`src/rtl/wmem_ctrl_pkg.sv`:
```
// Shared types for the weight-memory controller:
// FSM state encoding and command mode constants.
package wmem_ctrl_pkg;

    typedef enum logic [2:0] {
        ST_IDLE,
        ST_LOAD,
        ST_FETCH,
        ST_DRAIN,
        ST_DONE
    } state_e;

    localparam logic MODE_LOAD  = 1'b0;
    localparam logic MODE_FETCH = 1'b1;

endpackage

```
`src/rtl/wmem_ctrl.sv`:
```
// Weight-memory controller: loads row words into the weight memory and
// streams them back to the PE array, repeating the row range on request.
module wmem_ctrl
    import wmem_ctrl_pkg::*;
#(
    parameter int DATA_WIDTH    = 8,
    parameter int ROW_NUM       = 6,
    parameter int ADDR_WIDTH    = 7,
    parameter int ROW_WGT_WIDTH = DATA_WIDTH * ROW_NUM,
    parameter int REP_WIDTH     = 4
) (
    input  logic                     i_clk,
    input  logic                     i_rst,
    input  logic                     i_cfg_valid,
    input  logic                     i_cfg_mode,
    input  logic [ADDR_WIDTH-1:0]    i_cfg_base,
    input  logic [ADDR_WIDTH:0]      i_cfg_len,
    input  logic [REP_WIDTH-1:0]     i_cfg_rep,
    output logic                     o_cfg_ready,
    input  logic                     i_ld_valid,
    input  logic [ROW_WGT_WIDTH-1:0] i_ld_data,
    output logic                     o_ld_ready,
    output logic                     o_wr_en,
    output logic [ADDR_WIDTH-1:0]    o_wr_addr,
    output logic [ROW_WGT_WIDTH-1:0] o_wr_data,
    output logic                     o_rd_en,
    output logic [ADDR_WIDTH-1:0]    o_rd_addr,
    input  logic [ROW_WGT_WIDTH-1:0] i_rd_data,
    output logic                     o_wgt_valid,
    output logic [ROW_WGT_WIDTH-1:0] o_wgt_data,
    input  logic                     i_wgt_stall,
    output logic                     o_done
);

    state_e                  state_q, state_d;
    logic [ADDR_WIDTH-1:0]   base_q, base_d;
    logic [ADDR_WIDTH:0]     len_q, len_d;
    logic [ADDR_WIDTH:0]     off_q, off_d;
    logic [REP_WIDTH-1:0]    rep_q, rep_d;
    logic [REP_WIDTH-1:0]    pass_q, pass_d;
    logic                    vld_q, vld_d;

    logic [ADDR_WIDTH:0]     off_inc;
    logic [ADDR_WIDTH-1:0]   addr;
    logic                    consume;

    // Address wraps naturally modulo 2^ADDR_WIDTH
    assign off_inc = off_q + (ADDR_WIDTH+1)'(1);
    assign addr    = base_q + off_q[ADDR_WIDTH-1:0];
    assign consume = vld_q & ~i_wgt_stall;

    assign o_wr_addr   = addr;
    assign o_rd_addr   = addr;
    assign o_wr_data   = i_ld_data;
    assign o_wgt_data  = i_rd_data;
    assign o_wgt_valid = vld_q;

    always_comb begin
        state_d     = state_q;
        base_d      = base_q;
        len_d       = len_q;
        rep_d       = rep_q;
        off_d       = off_q;
        pass_d      = pass_q;
        vld_d       = consume ? 1'b0 : vld_q;
        o_cfg_ready = 1'b0;
        o_ld_ready  = 1'b0;
        o_wr_en     = 1'b0;
        o_rd_en     = 1'b0;
        o_done      = 1'b0;
        unique case (state_q)
            ST_IDLE: begin
                o_cfg_ready = 1'b1;
                if (i_cfg_valid) begin
                    base_d = i_cfg_base;
                    len_d  = i_cfg_len;
                    rep_d  = i_cfg_rep;
                    off_d  = '0;
                    pass_d = '0;
                    if (i_cfg_len == '0)
                        state_d = ST_DONE;
                    else if (i_cfg_mode == MODE_FETCH)
                        state_d = ST_FETCH;
                    else
                        state_d = ST_LOAD;
                end
            end
            ST_LOAD: begin
                o_ld_ready = 1'b1;
                if (i_ld_valid) begin
                    o_wr_en = 1'b1;
                    off_d   = off_inc;
                    if (off_inc == len_q)
                        state_d = ST_DONE;
                end
            end
            ST_FETCH: begin
                // A stall freezes the read address so the row stays stable
                if (!i_wgt_stall) begin
                    o_rd_en = 1'b1;
                    vld_d   = 1'b1;
                    if (off_inc == len_q) begin
                        off_d = '0;
                        if (pass_q == rep_q)
                            state_d = ST_DRAIN;
                        else
                            pass_d = pass_q + REP_WIDTH'(1);
                    end else begin
                        off_d = off_inc;
                    end
                end
            end
            ST_DRAIN: begin
                if (!vld_q || consume)
                    state_d = ST_DONE;
            end
            ST_DONE: begin
                o_done  = 1'b1;
                state_d = ST_IDLE;
            end
            default: state_d = ST_IDLE;
        endcase
    end

    always_ff @(posedge i_clk or posedge i_rst) begin
        if (i_rst) begin
            state_q <= ST_IDLE;
            base_q  <= '0;
            len_q   <= '0;
            rep_q   <= '0;
            off_q   <= '0;
            pass_q  <= '0;
            vld_q   <= 1'b0;
        end else begin
            state_q <= state_d;
            base_q  <= base_d;
            len_q   <= len_d;
            rep_q   <= rep_d;
            off_q   <= off_d;
            pass_q  <= pass_d;
            vld_q   <= vld_d;
        end
    end

endmodule
```
`config.mk`:
```
export PLATFORM = sky130hd
export DESIGN_NAME = wmem_ctrl
export DESIGN_NICKNAME = d
export VERILOG_FILES = /design/src/rtl/wmem_ctrl_pkg.sv /design/src/rtl/wmem_ctrl.sv
export SDC_FILE = /design/constraint.sdc
export NUM_CORES = 1
export LEC_CHECK = 0
export CORE_MARGIN = 10
export CORE_UTILIZATION = 33
export DETAILED_ROUTE_END_ITERATION = 12
export PLACE_DENSITY = 0.93
export REMOVE_ABC_BUFFERS = 1
export SKIP_CTS_REPAIR_TIMING = 1
export SLEW_MARGIN = 15
export SYNTH_ARGS = -nofsm -noshare
export SYNTH_HDL_FRONTEND = slang
export SYNTH_SLANG_ARGS = --single-unit
```
`constraint.sdc`:
```
create_clock -name i_clk -period 3.1 [get_ports i_clk]
set_input_delay 0.465 -clock i_clk [delete_from_list [all_inputs] [get_ports i_clk]]
set_output_delay 0.465 -clock i_clk [all_outputs]
set_load 0.03 [all_outputs]
```
==> results <==
cells in the final DEF, fill, tap and decap left out, types with 2 or more instances in the layout:
| cell type | netlist | layout |
|---|---|---|
| clkdlybuf4s50_1 | 0 | 38 |
| dfrtp_1 | 35 | 35 |
| xnor2_1 | 20 | 20 |
| mux2_2 | 19 | 19 |
| nor2_1 | 16 | 16 |
| inv_1 | 11 | 11 |
| nand2_1 | 9 | 9 |
| xor2_1 | 8 | 8 |
| a21oi_1 | 8 | 8 |
| ha_1 | 8 | 8 |
| nand3_1 | 7 | 7 |
| clkbuf_8 | 0 | 7 |
| dlymetal6s2s_1 | 0 | 6 |
| or4_1 | 5 | 5 |
| o21ai_0 | 4 | 4 |
| o211ai_1 | 4 | 4 |
| nand2b_1 | 4 | 4 |
| a21o_1 | 4 | 4 |
| buf_4 | 104 | 4 |
| nor3_1 | 3 | 3 |
| and2_1 | 3 | 3 |
| nand4_1 | 3 | 3 |
| o22a_1 | 2 | 2 |
| o21bai_1 | 2 | 2 |
| nor4_1 | 2 | 2 |
metal layers:
metal,global-route usage,part of all wire
met1,0.1095,0.15
met2,0.4574,0.51
met3,0.3872,0.32
met4,0.05499,0.015
met5,0.03529,0.0040
cell type report:
type / instances / area [um^2]
multi-input combinational: 150 / 1140
inverter: 11 / 41.29
tap: 105 / 131.4
clock buffer: 8 / 100.1
fill: 848 / 5567
sequential: 35 / 875.8
timing repair buffer: 48 / 485.5
registers in the layout, indices dropped and copies added (netlist names), named ones only:
signal,flops
len_q,8
base_q,7
pass_q,4
rep_q,4
off_q,8
state_q,3
cells by family (layout without fill, tap and decap cells):
| kind of cell | count (synthesis) | in the layout |
|---|---|---|
| muxes | 20 | 20 |
| buffers and inverters | 121 | 67 |
| and+or+nand+nor | 59 | 59 |
| xor gates and xnor gates | 28 | 28 |
| DFF | 35 | 35 |
| adders and majority gates | 9 | 9 |
| AOI/OAI and AO/OA | 34 | 34 |
worst paths after layout:
path                       slack (ns)               endpoint                  from  cells after the start
setup / recovery                 0.25           o_wr_addr[3]  off_q[1]$_DFFE_PP0P_                      5
hold / removal                   0.52              flip-flop             flip-flop                      1
setup reg to reg                 0.41  pass_q[3]$_DFFE_PP0P_  off_q[0]$_DFFE_PP0P_                      8
hold reg to reg                  0.52              flip-flop             flip-flop                      1
max in group asynchronous        2.20   off_q[5]$_DFFE_PP0P_                 i_rst                      3
min in group asynchronous        0.57   rep_q[2]$_DFFE_PP0P_                 i_rst                      3
worst max-delay path, cell delays in order (launching register included):
cell and delay (ns):
dfrtp_1 0.47, ha_1 0.30, a21o_1 0.19, a21oi_1 0.23, xnor2_1 0.19, clkdlybuf4s50_1 0.71
report_power, final:
part	total (mW)	internal (mW)	switching, mW
sequential	0.842	0.651	0.191
clock	0.366	0.203	0.163
combinational	2.29	1.01	1.29
==> results.md <==
* Status: completed
* Maximum Capacitance Violations at 0
* Post-DR wirelength/cell at 47.72 um
* H-tree depth at 2
* Routed wire length at 17.04 mm
* Synth top area share at 0.3061
* Synth Area in Simple Gates at 0.1089
* Number of global-route vias before repair at 1996
* Synthesized instance count at 306
* CP Launch Type: flip-flop
* Worst-skew pair later-pin latency at 0.29 ns
* Final Hold Fails at 0
* Final setup vio count at 0
* Layout Nets at 381
* Worst hold slack at 0.5199 ns
* Number of synthesized flops with an enable pin at 0
* Top FF cell, synth: dfrtp_1
* Power, Total at 3.501 mW
* Die Wd at 113.1 um
* # diodes at 0
* Global-route wire length before repair at 21.45 mm
* Setup_tns at 0 ns
* Largest family of logic cells by synthesized area: buffers and inverters
* Total CTS buffers at 5
* Post-synth top cells: buf_4, dfrtp_1, xnor2_1
* Vias at 1932
* FF+latch count, synth at 35
* Rows at 33
* Antenna violations before repair at 0
* Core area at 0.008341 mm^2
* Min-Delay Path Class: flip-flop to flip-flop
* Vias per Instance at 5.412
* Die Y-Extent at 113.1 um
* Yosys top cell by area: dfrtp_1
* Peak supply drop at 0.0004641 V
* Core Util, Final at 0.3326
* RSZ-0062 raised after global routing: no
* DRT antenna net count at 0
* Synth warn at 0
* Main area contributors after synthesis: dfrtp_1, buf_4, mux2_2
* DP Wirelength at 15.73 mm
* Clk slew on worst S/H paths at 0.07 ns
* Die area at 0.01280 mm^2
* Inst Count DP at 349
* Adder-cell share of the synthesized area at 0.04198
* I/O pins at 237
* Seq/Total Area, Yosys at 0.3061
* CTS tree: built
* GRT overflow at 0
* P_leak at 1.192 nW
* PD cells at 1262 mW/mm^2
* Final Critical Period at 2.845 ns
* Avg Inst Size Synth at 9.351 um^2
* Post-synthesis xor/xnor area fraction at 0.08570
* Clk buf depth at 2
* Residual DRC count at 0
* Req. time, crit path at 2.63 ns
* Fin cells at 357
* Pre-CTS worst setup slack at 0.1605 ns
* Placed instance area at 0.002659 mm^2
* Largest net degree at the start of global routing at 36
* DRT Pass-1 Iters at 4
* Setup ws final at 0.2545 ns
* Area fraction in compound gates after synthesis at 0.08352
* Data arrival, critical path at 2.38 ns
* Top-count cell post-synth: buf_4
* Max-slew violation count at 0
* Worst Path Max Fanout at 7
* CTS sink count at 35
* Final Cell Area at 0.002774 mm^2
* Clock Tree Root: clkbuf_8
* Max Clock Skew at 0.005279 ns
* WS Path Type: flip-flop to primary output
* Crit end category: primary output
* Layout cells sized above 1 at 0.1389
* Total GRT Usage at 0.2566
* Initial Utilization at 0.3431
* GPL Wtd Cong at 0.9630
* Number of port buffers at 44
* Area delta synth->final at -3.061%
* Mux cell area share after synthesis at 0.07827
* Max Clk Rate at 0.3514 GHz
* Crit share post-route at 0.9179
* Asr flop ratio synth at 1.000
* Synth cell types at 44
* Initial DRC count at 126
* Synthesized area at 0.002861 mm^2
* Rel. slew slack at 0.4162
* Least-Margin Pin Slew at 0.8749 ns
Power figures use the tool's default switching activity.
==> edit 1 (same flow settings) <==
Re-encode `state_e` (5 states) as Gray code, 3 bits wide.
--- a/src/rtl/wmem_ctrl_pkg.sv
+++ b/src/rtl/wmem_ctrl_pkg.sv
@@ -4,9 +4,9 @@
 
     typedef enum logic [2:0] {
-        ST_IDLE,
-        ST_LOAD,
-        ST_FETCH,
-        ST_DRAIN,
-        ST_DONE
+        ST_IDLE  = 3'b000,
+        ST_LOAD  = 3'b001,
+        ST_FETCH = 3'b011,
+        ST_DRAIN = 3'b010,
+        ST_DONE  = 3'b110
     } state_e;
 
Check against the original RTL: no difference found for any inputs over 4 cycles, from zero or initial values and one cycle with i_rst high; so few cycles prove little.
==> edit 1 against the original RTL <==
Sequential power rose by 4.3%. Clock skew rose by 0.0021 ns. Wire length rose by 3.2%. Sequential share of layout area fell by 1.7 points. Power rose by 5.5%. Setup slack got worse by 0.068 ns. Sequential cell count did not move. Area after synthesis rose by 6.3%. Cell area rose by 5.7%. Utilization fell by 0.11 points. Critical endpoint is now o_rd_addr[6]. Largest cell class unchanged. Largest power group unchanged.
==> edit 1: results <==
[worst_setup_path]
critPathMaxStageDelay_ns = 0.44
reg2reg_to = "off_q[6]"
reg2reg_depth = 7
ff2ff_setup_slack_ns = 0.56
crit_arrival_ns = 2.45
crit-reg2reg-launch = "off_q[1]"
critPathSlowestCell = "dfrtp_2"
crit_path_max_fanout = 8

[placement]
hpwl_um = 16100
dpl_cell_area_um2 = 2830
io_buffers = 44
gp_congestion = 0.951
dp_cells = 365
preCtsSetupSlack_ns = 0.237

[detailed_routing]
wl_met1_um = 3430
met2_length_um = 7790
via_per_inst = 5.80
via_count = 2156
wl_met3_um = 5530
top_layer_used = "met5"
drt-initial-drc-count = 149
wl_per_cell_um = 47.2

[finish]
drive_above_1_share = 0.170
final.fill_count = 915
multi_input_area_um2 = 1290
nets = 394

[yosys]
synth_area_leaders = "dfrtp_1 (29%), buf_4 (25%), mux2_2 (7.0%), ha_1 (3.3%), xnor2_1 (2.6%)"
yosys_warnings = 0
ys_types = 57
yosysSeqAreaShare = 0.288
syn_avg_cell_area_um2 = 9.48
async_flop_share = 1.00
synth_top_cells_by_count = "buf_4 (103), dfrtp_1 (35), mux2_2 (19), inv_1 (15), nand2_1 (14)"
synth_ff_type = "dfrtp_1"

[min_path]
hp-class = "reg2reg"
min_to = "base_q[3]"

[global_routing]
grt_use_met2 = 0.390
grt_max_degree = 36
grt_pass1_wl_um = 21800
globalRouteMet3Util = 0.364
track_usage = 0.252
grt_use_met1 = 0.143
first_global_vias = 2130

[outcome]
status = "finished, final reports clean"

[sta]
holdWs_ns = 0.521
fin_skew_ns = 0.00733
worst_pin_slew_ns = 0.512
fmax_ghz = 0.343

[power]
p_leak_nw = 1.27
vdd_ir_drop_max_mv = 0.837
p_int_mw = 1.87

[clock_network]
cts_buffer_depth = 2
cts_root_buf = "clkbuf_8"
clkLatencyLatePin_ns = 0.29
[edit 1: changes by cell type after synthesis, sizes merged, moves of 5 or more]
cell,change
nor2,-5
xnor2,-10
or4,-5
a32o,+5
[edit 1: cell families (layout without fill, tap and decap cells)]
family,Yosys count,in the layout,synth area share
xor+xnor,17,17,0.0514
mux,20,20,0.0736
flops,35,35,0.288
compound gates,46,46,0.132
fa+ha+maj,9,9,0.0395
buf+inv,128,71,0.289
simple gates,66,66,0.127
[edit 1: critical path: cells and delay by family, from the launching register on]
family	cells	cell delay (ns)
AND/OR/NAND/NOR	2	0.17
buffers and inverters	2	0.28
flip-flops	1	0.44
XOR/XNOR	1	0.23
adder cells (fa/ha/maj)	2	0.59
AO/OA/AOI/OAI	3	0.46
[edit 1: power by group through the flow]
stage,Combinational (mW),Clock [mW],Sequential [mW]
2_1_floorplan,1.63,0,0.826
3_3_place_gp,2.43,0,0.867
4_1_cts,2.50,0.348,0.875
6_report,2.47,0.345,0.878
3_5_place_dp,2.49,0,0.884
5_1_grt,2.64,0.362,0.912
[edit 1: worst max path at each step]
stage | from | endpoint | slack (ns) | cells after the start
after floorplan | state_q[2] | pass_q[0] | -0.53 | 5
after global routing | off_q[0] | o_wr_addr[6] | 0.02 | 10
after detailed placement | off_q[1] | o_rd_addr[5] | 0.24 | 7
after CTS | off_q[1] | o_rd_addr[5] | -0.1 | 7
after global placement | off_q[1] | o_rd_addr[5] | 0.35 | 7
final | off_q[0] | o_rd_addr[6] | 0.19 | 10
[edit 1: cell type report]
cell class                      instances  area share
Sequential cell                        35       0.299
Clock buffer                            6      0.0282
Inverter                               15      0.0192
Clock inverter                          1     0.00171
Tap cell                              108      0.0461
Multi-Input combinational cell        158       0.441
Timing Repair Buffer                   49       0.165
==> edit 2 (config.mk and constraints unchanged) <==
Made on the original files. Set the parameter `ADDR_WIDTH` to 5 (it was 7).
--- a/src/rtl/wmem_ctrl.sv
+++ b/src/rtl/wmem_ctrl.sv
@@ -6,5 +6,5 @@
     parameter int DATA_WIDTH    = 8,
     parameter int ROW_NUM       = 6,
-    parameter int ADDR_WIDTH    = 7,
+    parameter int ADDR_WIDTH    = 5,
     parameter int ROW_WGT_WIDTH = DATA_WIDTH * ROW_NUM,
     parameter int REP_WIDTH     = 4
Interface: changed (resized i_cfg_base, i_cfg_len, o_rd_addr and o_wr_addr); port bits go from 237 to 229. The function was not compared with the original's and may differ.
==> edit 2 against the original RTL <==
Setup slack got worse by 0.031 ns. Global-route usage increased by 1.5 points. Highest routed layer unchanged. Worst hold slack got worse by 0.010 ns. Die area decreased by 10%. Cell area decreased by 15%. Power decreased by 26%. Sequential cell count decreased by 6. Area after synthesis decreased by 13%. Register-to-register slack improved by 0.28 ns. Wire length decreased by 5.5%.
==> edit 2: results <==
[placement]
hpwl_um = 14900
gp_congestion = 0.966
dp_cells = 307
io_buffers = 36

[clock_network]
htree_num_levels = 2
clkLatencyLatePin_ns = 0.29
cts_root_buf = "clkbuf_8"
numCtsBuffers = 5
path_clk_slew_ns = 0.07
cts_buffer_depth = 2

[detailed_routing]
drt-initial-drc-count = 173
wl_met3_um = 4900
via_count = 1772
wl_per_cell_um = 51.1
wl_met1_um = 2560
top_layer_used = "met5"
via_per_inst = 5.63
met2_length_um = 8230
first_pass_iters = 4

[power]
p_leak_nw = 0.985
vdd_ir_drop_max_mv = 0.368

[global_routing]
antenna_found_initial = 0
track_usage = 0.271
first_global_vias = 1753
grt_max_degree = 30
grt_pass1_wl_um = 19900

[yosys]
synth_ff_type = "dfrtp_1"
async_flop_share = 1.00
synthCells = 274
synth_compound_area_frac = 0.123
synth.area.mux_share = 0.0676
yosys_warnings = 0
synth-xor-area-share = 0.0561
yosysSeqAreaShare = 0.290
synth_top_cells_by_count = "buf_4 (101), dfrtp_1 (29), mux2_2 (15), inv_1 (13), xnor2_1 (11)"
yosys.area_share.adder = 0.0380
synth_area_leaders = "buf_4 (30%), dfrtp_1 (29%), mux2_2 (6.8%), xnor2_1 (3.9%), ha_1 (3.0%)"
ys_types = 43

[sta]
holdWs_ns = 0.510
fin_skew_ns = 0.00899
relSlewSlack = 0.575

[min_path]
hp-class = "reg2reg"

[worst_setup_path]
critPathLaunch = "off_q[0]"
reg2reg_to = "off_q[2]"
ff2ff_setup_slack_ns = 0.69
crit_arrival_ns = 2.41
crit_path_end = "o_wr_addr[2]"
crit-reg2reg-launch = "off_q[2]"
crit_path_max_fanout = 7
critPathMaxStageDelay_ns = 0.74
reg2reg_depth = 6
critPathSlowestCell = "clkdlybuf4s50_1"

[flow_run]
cap_violations = 0

[finish]
num_antenna_cells = 0
largest_registers = "len_q x6, off_q x6, base_q x5"
nets = 339
drive_above_1_share = 0.144

[outcome]
status = "finished, final reports clean"
## edit 2: changes by cell type after synthesis, sizes merged, moves of 3 or more
cell / before / now
nor2: 16 / 7
xnor2: 20 / 11
dfrtp: 35 / 29
o21ai: 4 / 10
buf: 106 / 101
mux2: 19 / 15
nand2b: 4 / 8
or4: 5 / 1
a2111oi: 0 / 3
xor2: 8 / 5
## edit 2: how the worst min path moves through the flow
stage,to,start,cells past startpoint
6_report,flop,flop,1
5_1_grt,base_q[0],base_q[0],1
4_1_cts,flop,flop,1
3_5_place_dp,flop,flop,1
3_3_place_gp,flop,flop,1
2_1_floorplan,pass_q[2],pass_q[2],1
## edit 2: final cells by class
cell class                 count  area, um^2
inverter                      13        48.8
multi-input combinational    127         957
fill                         782        4950
tap                           99         124
timing repair buffer          39         388
sequential                    29         726
clock buffer                   7        96.3
clock inverter                 1        5.00
## edit 2: cells by family (layout without fill, tap and decap cells)
kind of cell,after synthesis,count (layout)
multiplexers,15,15
buffers and inverters,118,60
AO/OA/AOI/OAI,44,44
XOR/XNOR,16,16
adder cells (fa/ha/maj),7,7
AND/OR/NAND/NOR,45,45
flip-flops,29,29
## edit 2: report_power, final
part	switching [mW]	total, mW	internal, mW
sequential	0.166	0.691	0.525
clock	0.150	0.350	0.200
combinational	0.881	1.55	0.667
total	1.20	2.59	1.39
## edit 2: through the flow
| stage | area (um^2) | setup TNS (ns) | setup slack (ns) | util |
|---|---|---|---|---|
| 2_1_floorplan | 1730 | 0 | 0.403 | - |
| 3_3_place_gp | 2240 | 0 | 0.416 | 0.307 |
| 3_5_place_dp | 2240 | 0 | 0.338 | 0.307 |
| 4_1_cts | 2340 | -0.00345 | -0.00345 | 0.321 |
| 5_1_grt | 2340 | 0 | 0.0965 | 0.322 |
| 6_report | 2340 | 0 | 0.223 | 0.322 |
## edit 2: critical path: cells and delay by family, from the launching register on
| kind | cells | cell delay [ns] |
|---|---|---|
| flip-flops | 1 | 0.46 |
| XOR/XNOR | 1 | 0.24 |
| buffers and inverters | 2 | 0.80 |
| adder cells (fa/ha/maj) | 2 | 0.62 |
## edit 2: metal layers
metal  vias to the layer above  global-route usage
met5                         -              0.0670
met4                         4              0.0745
met3                        18               0.398
met2                       233               0.480
met1                       806               0.116
li1                        711                   -
